--- config.mk ---
export PLATFORM = sky130hd
export DESIGN_NAME = dm_arbiter_flat
export DESIGN_NICKNAME = d
export VERILOG_FILES = /design/src/rtl/dm_arbiter_pkg.sv /design/src/rtl/dm_arbiter_if.sv /design/src/rtl/dm_arbiter_rr_arb2.sv /design/src/rtl/dm_arbiter.sv /design/src/flat_wrapper.sv
export SDC_FILE = /design/constraint.sdc
export NUM_CORES = 1
export LEC_CHECK = 0
export BUFFER_PORTS_ARGS = -buffer_cell sky130_fd_sc_hd__buf_2
export CORE_MARGIN = 1
export CORE_UTILIZATION = 50
export DETAILED_ROUTE_END_ITERATION = 10
export PLACE_DENSITY = 0.91
export SYNTH_ARGS = -nofsm -noshare
export SYNTH_HDL_FRONTEND = slang
export SYNTH_SLANG_ARGS = --single-unit
--- constraint.sdc ---
create_clock -name clk -period 2.9 [get_ports clk]
set_input_delay 0.58 -clock clk [delete_from_list [all_inputs] [get_ports clk]]
set_output_delay 0.58 -clock clk [all_outputs]
set_load 0.02 [all_outputs]
--- src/rtl/dm_arbiter_pkg.sv ---
// dm_arbiter_pkg: shared parameters, FSM state encoding and port ids for the data-memory arbiter
package dm_arbiter_pkg;
  localparam int DM_DATA_W = 32;
  localparam int DM_ADDR_W = 32;
  localparam int DM_DEPTH_WORDS = 3072;
  localparam int DM_MEM_AW = 12;
  typedef enum logic {ST_IDLE, ST_ACCESS} state_e;
  localparam logic ID_M0 = 1'b0;
  localparam logic ID_M1 = 1'b1;
endpackage

--- src/rtl/dm_arbiter_if.sv ---
// dm_arbiter_if: one requester port of the data-memory arbiter
//   master = requester (drives req/we/addr/wdata), slave = arbiter (drives gnt/rvalid/rdata/rerr)
interface dm_arbiter_if #(
  parameter int DATA_W = dm_arbiter_pkg::DM_DATA_W,
  parameter int ADDR_W = dm_arbiter_pkg::DM_ADDR_W
);
  logic req;
  logic we;
  logic [ADDR_W-1:0] addr;
  logic [DATA_W-1:0] wdata;
  logic gnt;
  logic rvalid;
  logic [DATA_W-1:0] rdata;
  logic rerr;
  modport master(output req, we, addr, wdata, input gnt, rvalid, rdata, rerr);
  modport slave(input req, we, addr, wdata, output gnt, rvalid, rdata, rerr);
endinterface

--- src/rtl/dm_arbiter_rr_arb2.sv ---
// rr_arb2: combinational 2-way round-robin picker
//   req_i[1:0] requests, last_i = port granted last time, gnt_o one-hot winner
module rr_arb2 (
  input  logic [1:0] req_i,
  input  logic       last_i,
  output logic [1:0] gnt_o
);
  assign gnt_o = {req_i[1] & (~req_i[0] | ~last_i), req_i[0] & (~req_i[1] | last_i)};
endmodule

--- src/rtl/dm_arbiter.sv ---
// dm_arbiter: two-port round-robin arbiter in front of a single-port word data memory
//   clk, rst_n (async active-low); m0_io/m1_io requester ports (slave modport);
//   mem_addr_o/mem_wdata_o/mem_we_o to memory, mem_rdata_i combinational read data back
module dm_arbiter
  import dm_arbiter_pkg::*;
#(
  parameter int DATA_W = DM_DATA_W,
  parameter int ADDR_W = DM_ADDR_W,
  parameter int DEPTH_WORDS = DM_DEPTH_WORDS,
  parameter int MEM_AW = DM_MEM_AW
) (
  input  logic              clk,
  input  logic              rst_n,
  dm_arbiter_if.slave       m0_io,
  dm_arbiter_if.slave       m1_io,
  output logic [MEM_AW-1:0] mem_addr_o,
  output logic [DATA_W-1:0] mem_wdata_o,
  output logic              mem_we_o,
  input  logic [DATA_W-1:0] mem_rdata_i
);
  localparam logic [ADDR_W:0] LIMIT = (ADDR_W+1)'(DEPTH_WORDS * 4);
  state_e state_q, state_d;
  logic last_q, last_d, id_q, id_d, we_q, we_d, in_range;
  logic [ADDR_W-1:0] addr_q, addr_d;
  logic [DATA_W-1:0] wdata_q, wdata_d;
  logic [1:0] req, pick, gnt, rvalid_q, rvalid_d, rerr_q, rerr_d;
  logic [1:0][DATA_W-1:0] rdata_q, rdata_d;
  assign req = {m1_io.req, m0_io.req};
  rr_arb2 u_rr (.req_i(req), .last_i(last_q), .gnt_o(pick));
  // The latched request drives memory directly, so mem_addr/mem_wdata hold their last values in IDLE
  assign in_range = {1'b0, addr_q} < LIMIT;
  assign mem_addr_o = addr_q[MEM_AW+1:2];
  assign mem_wdata_o = wdata_q;
  assign mem_we_o = (state_q == ST_ACCESS) & we_q & in_range;
  assign m0_io.gnt = gnt[0];
  assign m1_io.gnt = gnt[1];
  assign m0_io.rvalid = rvalid_q[0];
  assign m1_io.rvalid = rvalid_q[1];
  assign m0_io.rdata = rdata_q[0];
  assign m1_io.rdata = rdata_q[1];
  assign m0_io.rerr = rerr_q[0];
  assign m1_io.rerr = rerr_q[1];
  always_comb begin
    state_d = state_q;
    last_d = last_q;
    id_d = id_q;
    we_d = we_q;
    addr_d = addr_q;
    wdata_d = wdata_q;
    gnt = '0;
    rvalid_d = '0;
    rdata_d = rdata_q;
    rerr_d = rerr_q;
    if (state_q == ST_IDLE) begin
      gnt = pick;
      if (|pick) begin
        state_d = ST_ACCESS;
        last_d = pick[1] ? ID_M1 : ID_M0;
        id_d = pick[1] ? ID_M1 : ID_M0;
        we_d = pick[1] ? m1_io.we : m0_io.we;
        addr_d = pick[1] ? m1_io.addr : m0_io.addr;
        wdata_d = pick[1] ? m1_io.wdata : m0_io.wdata;
      end
    end else begin
      state_d = ST_IDLE;
      rvalid_d[id_q] = 1'b1;
      rdata_d[id_q] = in_range ? mem_rdata_i : '0;
      rerr_d[id_q] = ~in_range;
    end
  end
  always_ff @(posedge clk or negedge rst_n) begin
    if (!rst_n) begin
      state_q <= ST_IDLE;
      last_q <= ID_M1;
      id_q <= ID_M0;
      we_q <= 1'b0;
      addr_q <= '0;
      wdata_q <= '0;
      rvalid_q <= '0;
      rdata_q <= '0;
      rerr_q <= '0;
    end else begin
      state_q <= state_d;
      last_q <= last_d;
      id_q <= id_d;
      we_q <= we_d;
      addr_q <= addr_d;
      wdata_q <= wdata_d;
      rvalid_q <= rvalid_d;
      rdata_q <= rdata_d;
      rerr_q <= rerr_d;
    end
  end
endmodule
--- src/flat_wrapper.sv ---
// flat-port wrapper written by rule: the top's interface ports become plain ports
module dm_arbiter_flat import dm_arbiter_pkg::*;
#(
  parameter int DATA_W = DM_DATA_W,
  parameter int ADDR_W = DM_ADDR_W,
  parameter int DEPTH_WORDS = DM_DEPTH_WORDS,
  parameter int MEM_AW = DM_MEM_AW
)
  (clk, rst_n, mem_addr_o, mem_wdata_o, mem_we_o, mem_rdata_i, m0_io_req, m0_io_we, m0_io_addr, m0_io_wdata, m0_io_gnt, m0_io_rvalid, m0_io_rdata, m0_io_rerr, m1_io_req, m1_io_we, m1_io_addr, m1_io_wdata, m1_io_gnt, m1_io_rvalid, m1_io_rdata, m1_io_rerr);
  dm_arbiter_if #(.DATA_W(DATA_W), .ADDR_W(ADDR_W)) m0_io_i ();
  dm_arbiter_if #(.DATA_W(DATA_W), .ADDR_W(ADDR_W)) m1_io_i ();
  input  logic clk;
  input  logic rst_n;
  output logic [MEM_AW-1:0] mem_addr_o;
  output logic [DATA_W-1:0] mem_wdata_o;
  output logic mem_we_o;
  input  logic [DATA_W-1:0] mem_rdata_i;
  input wire logic [$bits(m0_io_i.req)-1:0] m0_io_req;
  input wire logic [$bits(m0_io_i.we)-1:0] m0_io_we;
  input wire logic [$bits(m0_io_i.addr)-1:0] m0_io_addr;
  input wire logic [$bits(m0_io_i.wdata)-1:0] m0_io_wdata;
  output wire logic [$bits(m0_io_i.gnt)-1:0] m0_io_gnt;
  output wire logic [$bits(m0_io_i.rvalid)-1:0] m0_io_rvalid;
  output wire logic [$bits(m0_io_i.rdata)-1:0] m0_io_rdata;
  output wire logic [$bits(m0_io_i.rerr)-1:0] m0_io_rerr;
  input wire logic [$bits(m1_io_i.req)-1:0] m1_io_req;
  input wire logic [$bits(m1_io_i.we)-1:0] m1_io_we;
  input wire logic [$bits(m1_io_i.addr)-1:0] m1_io_addr;
  input wire logic [$bits(m1_io_i.wdata)-1:0] m1_io_wdata;
  output wire logic [$bits(m1_io_i.gnt)-1:0] m1_io_gnt;
  output wire logic [$bits(m1_io_i.rvalid)-1:0] m1_io_rvalid;
  output wire logic [$bits(m1_io_i.rdata)-1:0] m1_io_rdata;
  output wire logic [$bits(m1_io_i.rerr)-1:0] m1_io_rerr;
  assign m0_io_i.req = m0_io_req;
  assign m0_io_i.we = m0_io_we;
  assign m0_io_i.addr = m0_io_addr;
  assign m0_io_i.wdata = m0_io_wdata;
  assign m0_io_gnt = m0_io_i.gnt;
  assign m0_io_rvalid = m0_io_i.rvalid;
  assign m0_io_rdata = m0_io_i.rdata;
  assign m0_io_rerr = m0_io_i.rerr;
  assign m1_io_i.req = m1_io_req;
  assign m1_io_i.we = m1_io_we;
  assign m1_io_i.addr = m1_io_addr;
  assign m1_io_i.wdata = m1_io_wdata;
  assign m1_io_gnt = m1_io_i.gnt;
  assign m1_io_rvalid = m1_io_i.rvalid;
  assign m1_io_rdata = m1_io_i.rdata;
  assign m1_io_rerr = m1_io_i.rerr;
  dm_arbiter #(.DATA_W(DATA_W), .ADDR_W(ADDR_W), .DEPTH_WORDS(DEPTH_WORDS), .MEM_AW(MEM_AW)) u_core (.clk(clk), .rst_n(rst_n), .m0_io(m0_io_i), .m1_io(m1_io_i), .mem_addr_o(mem_addr_o), .mem_wdata_o(mem_wdata_o), .mem_we_o(mem_we_o), .mem_rdata_i(mem_rdata_i));
endmodule
==> impl_results.md, run 1 <==
* Clock skew at between 0.01 and 0.015 ns
* Synth unique cells at 28
* Reg2reg path depth at 4
* Core Box Area at approximately 12,000 um2
* CP max FO at 2
* Area occupied by multi-input gates at between 2000 and 2500 um2
* I/O Buffers at ~280
* Starting density of the core at between 50 and 60%
* Die Area at between 10,000 and 15,000 um2
* CP Class: flip-flop to output port
* Clk Latency, worst-skew pair at around 0.41 ns
* Yosys warnings at 0
* Fraction of registers with async set/reset at between 90% and 100%
* Mapped Nets at approximately 770
* Synthesized instance count at approximately 600
* PwrDens at just under 700 nW/um2
* HP Class: input pin to asynchronous set/reset pin
* Crit share post-route at between 80% and 90%
* Seq. cell area at roughly 3400 um2
* Root buffer cell: clkbuf_16
* Post-synth EDFFs at 0
* Sink Count at between 100 and 150
* Cell leakage power at approximately 4 nW
* Fin area at 7860 um2
* Slew Limit Fails at 0
* Area after DPL at between 7000 and 8000 um2
* Total gr overflow at 0
* Layout area overhead at 32.0%
* CTS tree: built
* RSZ-0062 raised after global routing: false
* Vias at between 5,000 and 6,000
* Synth top area share at 55.9%
* Layout cells sized above 1 at between 30% and 40%
* Worst hold slack at 0.127 ns
* Final min period at roughly 2.3 ns
* Final WL at roughly 16 mm
* Max_slew headroom at between 50% and 60%
* Avg WL per Cell at 15.5 um
* Antenna-violating nets left at 0
* CTS max path bufs at 2
* Total power draw at approximately 5.4 mW
* VDD IR max at between 300 and 400 uV
* Initial DRC count at 650
* First-pass GRT wire length at 24.8 mm
* Hold_buf cts at 0
* Register area share after synthesis at between 50% and 60%
* PostCTS Resize Cnt at 0
* Worst-Margin Slew at approximately 0.65 ns
* Dpl hpwl at roughly 11 mm
* Most common cell in the synthesized netlist: dfrtp_1
* Max Clk Rate at between 400 and 500 MHz
* #FFs+latches synth at 134
* Worst EP required at 2.32 ns
* Mapped Area at 5960 um2
* # fillers at between 800 and 900
* Vias in the first global route at 5,104
* Residual DRC at 38
* Clk slew on worst S/H paths at 0.06 ns
* Violations in the final reports: design-rule violations
* Final setup fails at 0
* Postcts setup bufs at 0
* GRT Total Usage at about a quarter
* Avg Inst Size Synth at roughly 10 um2
* Final Hold Fails at 0
* Final core occ at 68.3%
* Largest net degree at the start of global routing at 128
* Synth top area cells: dfrtp_1 (56%), mux2i_1 (11%), nand2_1 (8.2%), o21ai_0 (6.6%), nand3_1 (5.5%)
* Cts bufs inserted at 17
* Max cap viols at 0
* Routability cong. at just over 0.8
* Initial antenna violation count at 1
* Arr. time, crit path at roughly 1.8 ns
* Fin Setup TNS at 0 ns
* Site Rows at 39
* Via-to-Cell Ratio at around 5.3
* Nets at 1,013
* DIE HEIGHT at around 110 um
* IO Pins at 281
* Drt first pass iters at 8
* Largest area contributor in the netlist: dfrtp_1
* H-tree depth at 4
* Outcome: finished, violations left
* Ys flop type: dfrtp_1
* Synth top cells by count: dfrtp_1 (133), nand2_1 (130), o21ai_0 (78)
* DIE WIDTH at approximately 110 um
* Critical path capture point type: output port
* Worst setup SP type: flip-flop
## worst paths after layout
kind / start / endpoint / slack [ns]
max in group asynchronous: rst_n / u_core.last_q$_DFFE_PN1P_ / 2.06
worst max register to register: u_core.addr_q[21]$_DFFE_PN0P_ / u_core.m1_io.rdata[17]$_DFFE_PN0P_ / 1.05
worst max-delay path: u_core.addr_q[28]$_DFFE_PN0P_ / mem_we_o / 0.56
worst min register to register: u_core.addr_q[8]$_DFFE_PN0P_ / u_core.addr_q[8]$_DFFE_PN0P_ / 0.47
min in group clk: mem_rdata_i[14] / u_core.m0_io.rdata[14]$_DFFE_PN0P_ / 0.43
worst min-delay path: rst_n / u_core.m1_io.rdata[15]$_DFFE_PN0P_ / 0.13
## per-layer routing
metal,global-route usage [%],part of all wire [%]
met1,29.9,39
met2,45.2,51
met3,6.07,6.8
met4,12.7,3.6
met5,0,0
## state kept, by name (all words and copies together), names as in the netlist, 2 cells and up
register            count
u_core.addr_q          30
u_core.m0_io.rdata     32
u_core.m1_io.rdata     32
u_core.mem_wdata_o     32
u_core.rerr_q           2
u_core.rvalid_q         2
## cell families after synthesis
kind of cell           share of synthesized area [%]
and+or+nand+nor                                 14.8
DFF                                             56.3
buffers and inverters                           6.49
muxes                                           10.6
AOI/OAI and AO/OA                               11.8
## report_power, final
group	total (mW)	internal, mW	leakage (nW)	switching, mW
sequential	2.19	2.07	1.74	0.116
combinational	1.10	0.378	1.96	0.721
clock	2.07	1.23	0.277	0.837
total	5.36	3.68	3.98	1.67
## cell type report
cell class / instances / share of cell area, %
antenna: 1 / 0.0318
multi-input combinational: 403 / 28.5
sequential: 134 / 42.7
inverter: 6 / 0.286
tap: 143 / 2.28
clock inverter: 13 / 1.53
timing repair buffer: 285 / 19.0
clock buffer: 19 / 5.76
## through the flow
stage               std cells  setup WS [ns]
finish                   1004          0.562
global route             1004          0.415
CTS                      1003          0.454
detailed placement        971          0.776
global placement          971          0.811
floorplan                 603          0.886
## worst max-delay path, cell delays in order, from the launching register on
cell and delay (ns):
dfrtp_1 0.38, nor4_1 0.41, nand4_1 0.24, nor2_1 0.15
buf_2 0.18
## cells in the final DEF, fill, tap and decap left out, types with 2 or more instances in the layout
| master | n |
|---|---|
| buf_2 | 275 |
| dfrtp_1 | 133 |
| nand2_1 | 130 |
| o21ai_0 | 78 |
| nand3_1 | 65 |
| mux2i_1 | 63 |
| o21ai_1 | 48 |
| clkbuf_16 | 17 |
| buf_4 | 6 |
| inv_1 | 4 |
| inv_6 | 4 |
| nor4_1 | 3 |
| clkinv_2 | 3 |
| clkinvlp_4 | 3 |
| buf_12 | 3 |
| o22a_1 | 2 |
| a21oi_1 | 2 |
| clkbuf_8 | 2 |
| clkinv_4 | 2 |
Power figures use the tool's default switching activity.
==> run 2: changes to the inputs <==
--- a/config.mk
+++ b/config.mk
@@ -7,9 +7,9 @@
 export LEC_CHECK = 0
 export BUFFER_PORTS_ARGS = -buffer_cell sky130_fd_sc_hd__buf_2
 export CORE_MARGIN = 1
-export CORE_UTILIZATION = 50
+export CORE_UTILIZATION = 42
 export DETAILED_ROUTE_END_ITERATION = 10
-export PLACE_DENSITY = 0.91
+export PLACE_DENSITY = 0.82
 export SYNTH_ARGS = -nofsm -noshare
 export SYNTH_HDL_FRONTEND = slang
 export SYNTH_SLANG_ARGS = --single-unit
==> constraint.sdc (replaced) <==
create_clock -name clk -period 1.94 [get_ports clk]
set_input_delay 0.388 -clock clk [delete_from_list [all_inputs] [get_ports clk]]
set_output_delay 0.388 -clock clk [all_outputs]
set_load 0.02 [all_outputs]
==> run 2 against run 1 <==
  * The flow finishes with violations (negative setup slack)
  * Sequential share of layout area decreased by 2.2 points
  * Setup slack worse by 0.63 ns
  * Non-clock buffer count up 20
  * Sequential cell count stayed put
  * Sequential power increased by 50%
  * Worst hold slack better by 0.10 ns
  * Power is 64% higher
  * Global-route usage fell by 4.0 points
  * Clock-buffer cell count is 2 higher
  * Utilization decreased by 8.6 points
  * Combinational power grew 62%
==> impl_results.md, run 2 (same netlist as run 1, synthesis figures left out) <==
* Antenna-violating nets left at 0 (unchanged)
* # fillers at 1,202 (was 871)
* Vias at 5,319 (was 5,312)
* Crit share post-route at 104%
* Largest net degree at the start of global routing at 67 (was 128)
* Site Rows at 43 (was 39)
* Cts bufs inserted at 17 (unchanged)
* Nets at 1,033 (was 1,013)
* Worst EP required at 1.55 ns (was 2.32 ns)
* Initial DRC count at 293 (was 650)
* Sink Count at 134 (unchanged)
* Cell leakage power at 4.17 nW (was 3.98 nW)
* Leading cell types in the layout, fill and taps excluded: buf_2 (273), dfrtp_1 (133), nand2_1 (130) (was buf_2 (275), dfrtp_1 (133), nand2_1 (130))
* CTS tree: built (unchanged)
* Worst setup SP type: flip-flop (unchanged)
* Routability cong. at 0.811 (was 0.817)
* Max_slew headroom at 70.8% (was 56.6%)
* Drt first pass iters at 4 (was 8)
* Residual DRC at 0 (was 38)
* CP max FO at 11 (was 2)
* Root buffer cell: clkbuf_16 (unchanged)
* Final min period at around 2.0 ns
* Max cap viols at 0 (unchanged)
* R2R Setup Slk at 0.25 ns (was 1.05 ns)
* Starting density of the core at 42.9% (was 51.7%)
* FF-to-FF Start: u_core.last_q$_DFFE_PN1P_ (was u_core.addr_q[21]$_DFFE_PN0P_)
* RSZ-0062 raised after global routing: true (was false)
* ANT cells at 0 (was 1)
* Layout cells sized above 1 at 39.2% (was 37.6%)
* Clock skew at 0.00607 ns (was 0.0105 ns)
* FF-to-FF End: u_core.addr_q[24]$_DFFE_PN0P_ (was u_core.m1_io.rdata[17]$_DFFE_PN0P_)
* PwrDens at 1060 nW/um2 (was 681 nW/um2)
* HP Class: input pin to flip-flop (was input pin to asynchronous set/reset pin)
* Slew Limit Fails at 0 (unchanged)
* First-pass GRT wire length at 24.5 mm (was 24.8 mm)
* I/O Buffers at 276 (unchanged)
* Initial antenna violation count at 0 (was 1)
* Critical path capture point type: output port (unchanged)
* Worst hold slack at 0.231 ns (was 0.127 ns)
* Final setup fails at 1 (was 0)
* Final Hold Fails at 0 (unchanged)
* Fin Setup TNS at -0.0684 ns (was 0 ns)
* Leading cell type in the layout, fill and taps excluded: buf_2 (unchanged)
* Final WL at 15.7 mm (was 15.6 mm)
* Total power draw at 8.79 mW (was 5.36 mW)
* Clk slew on worst S/H paths at 0.06 ns (about the same)
* DIE WIDTH at 121 um (was 111 um)
* GRT Total Usage at 21.9% (was 25.9%)
* Clk Latency, worst-skew pair at 0.41 ns (about the same)
* Hold Crit Start: mem_rdata_i[28]
* Worst-Margin Slew at 0.439 ns (was 0.650 ns)
* Final WS setup at -0.0684 ns (was 0.562 ns)
* Layout area overhead at 39.0% (was 32.0%)
* Hold Path Depth at 3
* H-tree depth at 4 (unchanged)
* Die Area at 14,700 um2 (was 12,400 um2)
* Via-to-Cell Ratio at 5.02 (was 5.29)
* Max Clk Rate at between 400 and 500 MHz
* IO Pins at 281 (unchanged)
* Dpl hpwl at 11.6 mm (was 10.9 mm)
* CTS max path bufs at 2 (unchanged)
* Avg WL per Cell at 14.8 um (was 15.5 um)
* Vias in the first global route at 5,016 (was 5,104)
* Outcome: finished, violations left (unchanged)
* Setup slack at placement at 0.0730 ns (was 0.776 ns)
* Reg2reg path depth at 6 (was 4)
* DIE HEIGHT at 121 um (was 111 um)
* Core Box Area at 13,900 um2 (was 11,500 um2)
* Arr. time, crit path at 1.62 ns (was 1.76 ns)
* Total gr overflow at 0 (unchanged)
* CP Class: flip-flop to output port (unchanged)
* Hold Path End: u_core.m1_io.rdata[28]$_DFFE_PN0P_
* Violations in the final reports: negative setup slack (was design-rule violations)
* VDD IR max at 525 uV (was 386 uV)
## run 2: changes by cell type in the layout (fill, tap and decap cells not counted), moves of 2 or more
| cell | before | now |
|---|---|---|
| buf_4 | 6 | 21 |
| buf_12 | 3 | 8 |
| bufinv_16 | 1 | 6 |
| inv_6 | 4 | 1 |
| nor4_1 | 3 | 0 |
| buf_2 | 275 | 273 |
| clkbuf_8 | 2 | 4 |
| clkinv_2 | 3 | 1 |
| nor4_2 | 0 | 2 |
## run 2: area by class of cell
| class | count | area, um2 | area share (%) |
|---|---|---|---|
| clock buffer | 21 | 480 | 5.80 |
| clock inverter | 11 | 218 | 2.63 |
| multi-input combinational | 403 | 2270 | 27.4 |
| tap | 180 | 225 | 2.72 |
| sequential | 134 | 3350 | 40.5 |
| timing repair buffer | 305 | 1720 | 20.7 |
| inverter | 6 | 22.5 | 0.272 |
## run 2: metrics by stage
step / util [%] / area (um2) / cells
3_3_place_gp: 54.2 / 7520 / 1025
2_1_floorplan: - / 5960 / 603
3_5_place_dp: 54.2 / 7520 / 1025
4_1_cts: 59.6 / 8270 / 1060
5_1_grt: 59.7 / 8280 / 1060
6_report: 59.7 / 8280 / 1060
## run 2: power breakdown
part | switching, mW | leakage [nW] | total, mW | internal, mW
Sequential | 0.188 | 1.74 | 3.29 | 3.10
Clock | 1.18 | 0.336 | 3.73 | 2.55
Combinational | 1.11 | 2.09 | 1.78 | 0.669
Total | 2.48 | 4.17 | 8.79 | 6.32
## run 2: worst max path at each step
stage | from | end | slack, ns | cells past startpoint
floorplan | u_core.addr_q[17]$_DFFE_PN0P_ | mem_we_o | 0.12 | 5
detailed placement | u_core.addr_q[17]$_DFFE_PN0P_ | mem_we_o | 0.07 | 5
finish | u_core.addr_q[21]$_DFFE_PN0P_ | mem_we_o | -0.07 | 5
CTS | u_core.addr_q[14]$_DFFE_PN0P_ | mem_we_o | -0.21 | 5
global route | u_core.addr_q[17]$_DFFE_PN0P_ | mem_we_o | -0.21 | 4
global placement | u_core.addr_q[17]$_DFFE_PN0P_ | mem_we_o | 0.06 | 5
## run 2: layer usage
layer | global-route usage, % | share of wire, % | vias up | wire length (um)
met1 | 26.1 | 40 | 2471 | 6230
met4 | 10.6 | 2.9 | 0 | 447
met5 | 0 | 0 | - | 0
met3 | 5.50 | 7.0 | 26 | 1090
met2 | 37.0 | 50 | 242 | 7910
li1 | - | - | 2580 | -
## run 2: timing repair
action / CTS / global route
setup endpoints to repair: 2 / 3
setup buffers: 2 / 1
hold buffers: 1 / 0
endpoints found under the hold margin: 41 / 0
resized for setup: 4 / 4
pin swaps: 3 / 2
## run 2: critical path, stage by stage, from the launching register on
cell	delay (ns)
dfrtp_1	0.40
nor4_4	0.28
buf_6	0.18
nand3_1	0.08
nor2_1	0.11
buf_4	0.15
==> run 3: changes to the inputs <==
--- a/config.mk
+++ b/config.mk
@@ -6,7 +6,7 @@
 export NUM_CORES = 1
 export LEC_CHECK = 0
 export BUFFER_PORTS_ARGS = -buffer_cell sky130_fd_sc_hd__buf_2
-export CORE_MARGIN = 1
+export CORE_MARGIN = 4
 export CORE_UTILIZATION = 42
 export DETAILED_ROUTE_END_ITERATION = 10
 export PLACE_DENSITY = 0.82
==> run 3 against run 2 <==
  * The run still ends with negative setup slack left
  * Final area fell by 1.5%
  * Critical path type unchanged
  * Sequential cell count did not move
  * Maximum frequency shrank 6.5%
  * Worst hold slack lost 0.0030 ns
  * Register-to-register slack got worse by 0.11 ns
  * Sequential power is essentially flat
  * Combinational power barely moved
  * Setup slack got worse by 0.14 ns
  * Wire length up 8.8%
  * Critical endpoint unchanged
  * Clock power decreased by 25%
  * Die area grew 10%
  * First-iteration DRC count rose by 22%
==> impl_results.md, run 3 (same netlist as run 1, synthesis figures left out) <==
* Critical path capture point type: output port (unchanged)
* Critical path's top delay family: simple AND/OR/NAND/NOR gates (unchanged)
* Drt first pass iters at 5 (was 4)
* Nets at 1,039 (was 1,033)
* Clk slew on worst S/H paths at 0.06 ns (about the same)
* Final WL at 17.1 mm (was 15.7 mm)
* Initial DRC count at 357 (was 293)
* Avg WL per Cell at 16.0 um (was 14.8 um)
* Worst-Margin Slew at 0.530 ns (was 0.439 ns)
* First-pass GRT wire length at 27.2 mm (was 24.5 mm)
* RSZ-0062 raised after global routing: true (unchanged)
* HP Class: input pin to flip-flop (unchanged)
* H-tree depth at 4 (unchanged)
* Routability cong. at 0.841 (was 0.811)
* FF-to-FF Start: u_core.addr_q[28]$_DFFE_PN0P_ (was u_core.last_q$_DFFE_PN1P_)
* DIE HEIGHT at 127 um (was 121 um)
* Leading cell types in the layout, fill and taps excluded: buf_2 (274), dfrtp_1 (133), nand2_1 (130) (was buf_2 (273), dfrtp_1 (133), nand2_1 (130))
* Vias at 5,330 (was 5,319)
* Largest net degree at the start of global routing at 67 (unchanged)
* Residual DRC at 0 (unchanged)
* CP Class: flip-flop to output port (unchanged)
* Final WS setup at -0.207 ns (was -0.0684 ns)
* Worst setup SP type: flip-flop (unchanged)
* Final min period at 2.15 ns (was 2.01 ns)
* Hold Path Depth at 3 (unchanged)
* R2R Setup Slk at 0.14 ns (was 0.25 ns)
* IO Pins at 281 (unchanged)
* Hold Crit Start: mem_rdata_i[28] (unchanged)
* Leading cell type in the layout, fill and taps excluded: buf_2 (unchanged)
* Die Area at 16,200 um2 (was 14,700 um2)
* VDD IR max at 533 uV (was 525 uV)
* Slew Limit Fails at 0 (unchanged)
* CP max stage delay at 0.40 ns (about the same)
* Initial antenna violation count at 1 (was 0)
* Starting density of the core at 42.9% (unchanged)
* Via-to-Cell Ratio at 5.01 (was 5.02)
* Max cap viols at 0 (unchanged)
* Worst EP required at 1.55 ns (about the same)
* DIE WIDTH at 127 um (was 121 um)
* Clock skew at 0.00934 ns (was 0.00607 ns)
* CP max FO at 2 (was 11)
* CTS tree: built (unchanged)
* Fin Setup TNS at -0.207 ns (was -0.0684 ns)
* Outcome: finished, violations left (unchanged)
* Layout cells sized above 1 at 39.1% (was 39.2%)
* Reg2reg path depth at 7 (was 6)
* Total power draw at 7.87 mW (was 8.79 mW)
* I/O Buffers at 276 (unchanged)
* Final core occ at 58.8% (was 59.7%)
* FF-to-FF End: u_core.m1_io.rdata[18]$_DFFE_PN0P_ (was u_core.addr_q[24]$_DFFE_PN0P_)
* Clk Latency, worst-skew pair at 0.41 ns (about the same)
* Root buffer cell: clkbuf_16 (unchanged)
* Site Rows at 43 (unchanged)
* Crit share post-route at 111% (was 104%)
* Arr. time, crit path at 1.76 ns (was 1.62 ns)
* Max_slew headroom at 64.6% (was 70.8%)
* GRT Total Usage at 21.2% (was 21.9%)
* CP most frequent cell: buf_4
* Cell leakage power at 4.12 nW (was 4.17 nW)
* CP Cell Sequence: nor4_4 -> buf_4 -> nand4_1 -> buf_4 -> nor2_4 -> buf_6 (was nor4_4 -> buf_6 -> nand3_1 -> nor2_1 -> buf_4)
* Setup slack at placement at -0.0505 ns (was 0.0730 ns)
* Cts bufs inserted at 17 (unchanged)
* Sink Count at 134 (unchanged)
* PwrDens at 964 nW/um2 (was 1060 nW/um2)
* Max Clk Rate at 466 MHz (was 498 MHz)
* Final Hold Fails at 0 (unchanged)
* Final setup fails at 1 (unchanged)
* Hold Path End: u_core.m0_io.rdata[28]$_DFFE_PN0P_ (was u_core.m1_io.rdata[28]$_DFFE_PN0P_)
* Dpl hpwl at 12.6 mm (was 11.6 mm)
* CP max-delay cell: dfrtp_1 (unchanged)
* CTS max path bufs at 2 (unchanged)
* Worst path bufs/invs at 3 (was 2)
* ANT cells at 0 (unchanged)
* Antenna-violating nets left at 0 (unchanged)
* Core Box Area at 13,900 um2 (unchanged)
* Vias in the first global route at 5,430 (was 5,016)
* Layout area overhead at 37.0% (was 39.0%)
* Total gr overflow at 0 (unchanged)
* Violations in the final reports: negative setup slack (unchanged)
==> run 3: cell count changes in the layout (fill, tap and decap cells not counted), sizes merged <==
cell / delta
bufinv: -6
inv: -1
clkinv: +5
buf: +5
clkbuf: +1
==> run 3: metal layers <==
layer | track usage, % | vias up | part of all wire [%]
met5 | 0 | - | 0.11
met4 | 9.21 | 2 | 2.2
met3 | 4.64 | 29 | 7.8
met2 | 36.2 | 267 | 51
met1 | 26.0 | 2442 | 39
li1 | - | 2590 | -
==> run 3: repair_timing <==
item / CTS / global route
hold endpoints to repair: 40 / 0
hold buffers: 1 / 0
setup endpoints to repair: 1 / 28
gates cloned: 0 / 1
pin swaps: 2 / 1
setup buffers: 2 / 0
gates resized for setup: 6 / 9
==> run 3: how the worst max path moves through the flow <==
stage                                        from       end  slack, ns  cells past startpoint
floorplan           u_core.addr_q[17]$_DFFE_PN0P_  mem_we_o       0.12                      5
global placement    u_core.addr_q[28]$_DFFE_PN0P_  mem_we_o      -0.07                      6
detailed placement  u_core.addr_q[28]$_DFFE_PN0P_  mem_we_o      -0.05                      6
CTS                 u_core.addr_q[27]$_DFFE_PN0P_  mem_we_o      -0.32                      6
global route        u_core.addr_q[28]$_DFFE_PN0P_  mem_we_o      -0.38                      6
finish              u_core.addr_q[28]$_DFFE_PN0P_  mem_we_o      -0.21                      6
==> run 3: tightest hold or removal path, stage by stage <==
cell and delay [ns]:
buf_2 0.11, nand3_1 0.06, o21ai_1 0.05
==> run 3: through the flow <==
stage	hold slack, ns	area, um2	instances
2_1_floorplan	0.0924	5960	603
3_3_place_gp	0.356	7560	1030
3_5_place_dp	0.354	7560	1030
4_1_cts	0.208	8120	1063
5_1_grt	0.216	8160	1064
6_report	0.228	8160	1064
==> run 3: report_power, final <==
group / total [mW] / switching [mW] / internal (mW)
combinational: 1.79 / 1.12 / 0.673
clock: 2.79 / 1.15 / 1.64
sequential: 3.29 / 0.189 / 3.10
total: 7.87 / 2.46 / 5.41
==> run 3: layout make-up <==
| class | count | area (um2) |
|---|---|---|
| fillers | 1225 | 5720 |
| multi-input cells | 403 | 2270 |
| flip-flops and latches | 134 | 3350 |
| inverters | 6 | 22.5 |
| repair buffers | 311 | 1780 |
| clock inverters | 9 | 57.6 |
| clock buffers | 21 | 450 |
| well taps | 180 | 225 |
